File: src/rtl/lfsr_seq_monitor.sv
// rtl/lfsr_seq_monitor.sv - checker for a 3-bit loadable feedback shift-register generator
// Optional err_cnt output enabled by defining SEQ_MON_ERRCNT_EN.
module lfsr_seq_monitor #(
  parameter int CNT_W = 4
) (
  input  logic             clk,
  input  logic             rst,
  input  logic [2:0]       q_in,
  input  logic             ld_in,
  output logic [CNT_W-1:0] period,
  output logic             period_vld,
  output logic             mismatch,
  output logic             err_sticky,
  output logic             lockup,
  output logic             busy
`ifdef SEQ_MON_ERRCNT_EN
  ,
  output logic [CNT_W-1:0] err_cnt
`endif
);

  typedef enum logic [1:0] {IDLE, ARMED, TRACK} state_t;

  localparam logic [CNT_W-1:0] CNT_MAX = '1;
  localparam logic [CNT_W-1:0] CNT_ONE = {{(CNT_W-1){1'b0}}, 1'b1};

  state_t           state;
  logic [2:0]       seed;
  logic [2:0]       pred;
  logic [CNT_W-1:0] cnt;

  function automatic logic [2:0] nxt(input logic [2:0] s);
    return {s[1] ^ s[2], s[0], s[2]};
  endfunction

  always_ff @(posedge clk) begin
    if (rst) begin
      state      <= IDLE;
      seed       <= '0;
      pred       <= '0;
      cnt        <= '0;
      period     <= '0;
      period_vld <= 1'b0;
      mismatch   <= 1'b0;
      err_sticky <= 1'b0;
      lockup     <= 1'b0;
      busy       <= 1'b0;
`ifdef SEQ_MON_ERRCNT_EN
      err_cnt    <= '0;
`endif
    end else begin
      lockup     <= (state == TRACK) && (q_in == 3'b000);
      busy       <= (state == ARMED) || (state == TRACK);
      mismatch   <= 1'b0;
      period_vld <= 1'b0;
      if (ld_in) begin
        state      <= ARMED;
        err_sticky <= 1'b0;
        cnt        <= '0;
`ifdef SEQ_MON_ERRCNT_EN
        err_cnt    <= '0;
`endif
      end else begin
        case (state)
          ARMED: begin
            seed  <= q_in;
            pred  <= nxt(q_in);
            cnt   <= CNT_ONE;
            state <= TRACK;
          end
          TRACK: begin
            if (q_in != pred) begin
              mismatch   <= 1'b1;
              err_sticky <= 1'b1;
`ifdef SEQ_MON_ERRCNT_EN
              if (err_cnt != CNT_MAX) err_cnt <= err_cnt + CNT_ONE;
`endif
            end
            // Resync on every sample so one glitch yields exactly one mismatch pulse.
            pred <= nxt(q_in);
            if (q_in == seed) begin
              period     <= cnt;
              period_vld <= 1'b1;
              cnt        <= CNT_ONE;
            end else if (cnt != CNT_MAX) begin
              cnt <= cnt + CNT_ONE;
            end
          end
          IDLE:    ;
          default: state <= IDLE;
        endcase
      end
    end
  end

endmodule

File: config.mk
export PLATFORM = sky130hd
export DESIGN_NAME = lfsr_seq_monitor
export DESIGN_NICKNAME = d
export VERILOG_FILES = /design/src/rtl/lfsr_seq_monitor.sv
export SDC_FILE = /design/constraint.sdc
export NUM_CORES = 1
export LEC_CHECK = 0
export CAP_MARGIN = 20
export CORE_MARGIN = 3
export CORE_UTILIZATION = 37
export CTS_BUF_LIST = sky130_fd_sc_hd__clkbuf_16
export DETAILED_ROUTE_END_ITERATION = 10
export GPL_TIMING_DRIVEN = 0
export HOLD_SLACK_MARGIN = 0.05
export PLACE_DENSITY = 0.55
export SKIP_CTS_REPAIR_TIMING = 1
export SYNTH_ARGS = -nofsm -noshare
export SYNTH_HDL_FRONTEND = slang
export SYNTH_SLANG_ARGS = --single-unit
File: constraint.sdc
create_clock -name clk -period 1.8 [get_ports clk]
set_input_delay 0.27 -clock clk [delete_from_list [all_inputs] [get_ports clk]]
set_output_delay 0.27 -clock clk [all_outputs]
set_load 0.02 [all_outputs]
==> metrics.md <==
| Metric | Value |
|---|---|
| Outcome | `complete, no violations` |
| CTS tree | `yes` |
| Maxcap violations | `0` |
| Slew headroom | `0.681` |
| Ports | `15` |
| Lkg Pwr | `0.435 nW` |
| TritonCTS buffer count | `3` |
| Crit share post-route | `0.911` |
| Syn Nets | `107` |
| First-pass GRT wire length | `3130 um` |
| Post-route DRC violation count | `0` |
| DP HPWL | `1350 um` |
| Setup CP Type | `register to register` |
| CP startpoint | `state[0]` |
| Gpl congestion | `0.678` |
| Initial antenna violation count | `0` |
| Clk_skew | `0.00563 ns` |
| Post-Layout Cell Count | `141` |
| Tot GR Track Use | `0.126` |
| Commonest non-fill, non-tap cell in the layout | `dfxtp_1` |
| Core Area | `0.00234 sq mm` |
| DR vias/cell | `5.00` |
| Cell area after layout | `0.00120 sq mm` |
| M1 WL | `833 um` |
| Metal2 WL | `777 um` |
| Avg WL per Cell | `12.5 um` |
| Compound-Gate Fraction of Synth Area | `0.0795` |
| Synthesis warning total | `0` |
| Top cells by area, synth | `dfxtp_1 44%, mux2i_1 9.4%, nor2_1 5.5%, ha_1 5.2%, nor4_4 4.4%` |
| Drt first-iter violations | `11` |
| Die width | `56.9 um` |
| Chip height | `56.9 um` |
| Final worst path period need | `1.64 ns` |
| Avg Synthesized Cell Area | `9.89 sq um` |
| Post-synthesis adder-cell area fraction | `0.0522` |
| Via count | `705` |
| Setup Viol. Count Final | `0` |
| Xor/xnor share of the synthesized area | `0.0717` |
| GRT overflow | `0` |
| Simple logic cell fraction of the synthesized area | `0.220` |
| Worst-Margin Slew | `0.476 ns` |
| RSZ-0062 raised after global routing | `false` |
| Pwr Density | `870 mW/mm^2` |
| Placed cell count | `137` |
| CP Capture Type | `register` |
| CTS Root Cell | `clkbuf_16` |
| Fin. Hold Viols | `0` |
| Largest net degree at the start of global routing | `12` |
| Fin. max-slew vios | `0` |
| Post-synthesis register bit count | `21` |
| Sequential-to-total area share from yosys stat | `0.438` |
| I/O Buffers | `12` |
| Peak Freq | `0.610 GHz` |
| Fin nets | `124` |
| Gate Count Post-Synth | `97` |
| HP Class | `input port to register` |
| H-tree levels | `1` |
| TNS Setup | `0 ns` |
| Mapped Area | `960 sq um` |
| Die ar. | `0.00324 sq mm` |
| Worst Path Arrival | `1.76 ns` |
| CP Launch Type | `register` |
| Layout cells sized above 1 | `0.106` |
| DRT Wirelength | `1760 um` |
| Synth cell types | `30` |
| Longest Clk Path Bufs | `2` |
| Placement Rows | `17` |
| Placed cell area | `0.00111 sq mm` |
| Final ANT Viol Nets | `0` |
| Power Total | `1.05 mW` |
| Wire length on met3 | `110 um` |
| Min-Delay Startpoint | `q_in[2]` |
| Commonest non-fill, non-tap cells in the layout | `21 x dfxtp_1, 14 x nor2_1, 11 x clkdlybuf4s50_1` |
| Layout area overhead | `25.6%` |
| Initial Utilization | `0.410` |
| Max Used Layer | `met4` |
| Initial DRT Pass Iterations | `4` |
| Post-synthesis mux area share | `0.106` |
| Reg2reg start | `state[0]` |
| ANT cells | `0` |
| Largest family of logic cells by synthesized area | `simple AND/OR/NAND/NOR gates` |
| CTS Sinks | `21` |
| Top cell type's share of synthesized area | `0.438` |
| VDD IR max | `0.000940 V` |
| Post-synth top area cell | `dfxtp_1` |
| CP Max Fanout | `8` |
| CP required | `1.92 ns` |
| Worst skew pair latency | `0.25 ns` |
| Vias in the first global route | `686` |
| Clock-pin slew on the worst setup and hold paths | `0.06 ns` |
==> flip-flops by register name (all words and copies together), names as in the netlist <==
register    count
cnt             4
period          4
pred            3
seed            3
state           2
busy            1
err_sticky      1
lockup          1
mismatch        1
period_vld      1
==> worst max-delay path, cell delays in order (launching register included) <==
cell,delay [ns]
dfxtp_1,0.32
inv_1,0.09
ha_1,0.36
nand2b_1,0.15
nor4_4,0.31
mux2i_1,0.23
nor2_1,0.05
==> stage by stage <==
| step | setup slack, ns | utilization | hold slack [ns] |
|---|---|---|---|
| after floorplan | 0.391 | - | 0.342 |
| after global placement | -0.165 | 0.476 | 0.460 |
| after detailed placement | -0.168 | 0.476 | 0.461 |
| after CTS | 0.0896 | 0.510 | 0.243 |
| after global routing | 0.00618 | 0.515 | 0.250 |
| final | 0.160 | 0.515 | 0.245 |
==> routing by layer <==
layer,up-vias,track usage
li1,362,-
met1,324,0.157
met2,15,0.183
met3,4,0.0588
met4,0,0.0596
met5,-,0
==> cells in the mapped netlist, drive strengths merged <==
library cell / number
mux2: 1
ha: 4
dfxtp: 21
o21ai: 3
xor2: 3
nand2: 4
inv: 4
and2: 1
a21oi: 5
mux2i: 9
nand2b: 2
nand4: 1
or2: 1
nor2b: 4
a31o: 1
and4b: 1
xnor2: 4
nor4: 4
nor2: 14
nor3: 2
clkbuf: 2
nand3: 2
a211oi: 1
o31ai: 2
buf: 1
==> kinds of logic after synthesis <==
logic type	count (synthesis)
AO/OA/AOI/OAI	12
XOR/XNOR	7
AND/OR/NAND/NOR	36
adder cells (fa/ha/maj)	4
buffers and inverters	7
flip-flops	21
multiplexers	10
==> path summary, 6_finish.rpt <==
check	cells past startpoint	end	slack, ns
setup reg to reg	6	period[1]	0.16
hold reg to reg	2	err_sticky	0.47
setup / recovery	6	period[1]	0.16
hold / removal	2	lockup	0.24
==> where the power goes <==
group / switching, mW / internal, mW / total, mW
registers: 0.00779 / 0.477 / 0.485
clock network: 0.164 / 0.296 / 0.460
logic: 0.0602 / 0.0442 / 0.104
total: 0.232 / 0.817 / 1.05
==> cell type report <==
cell class | instances | area [sq um]
tap | 28 | 35.0
sequential | 21 | 420
fill | 242 | 1130
inverter | 4 | 15.0
clock buffer | 3 | 75.1
timing repair buffer | 12 | 123
buffer | 3 | 16.3
clock inverter | 1 | 3.75
multi-input combinational | 69 | 517
(Power assumes the default switching activity.)
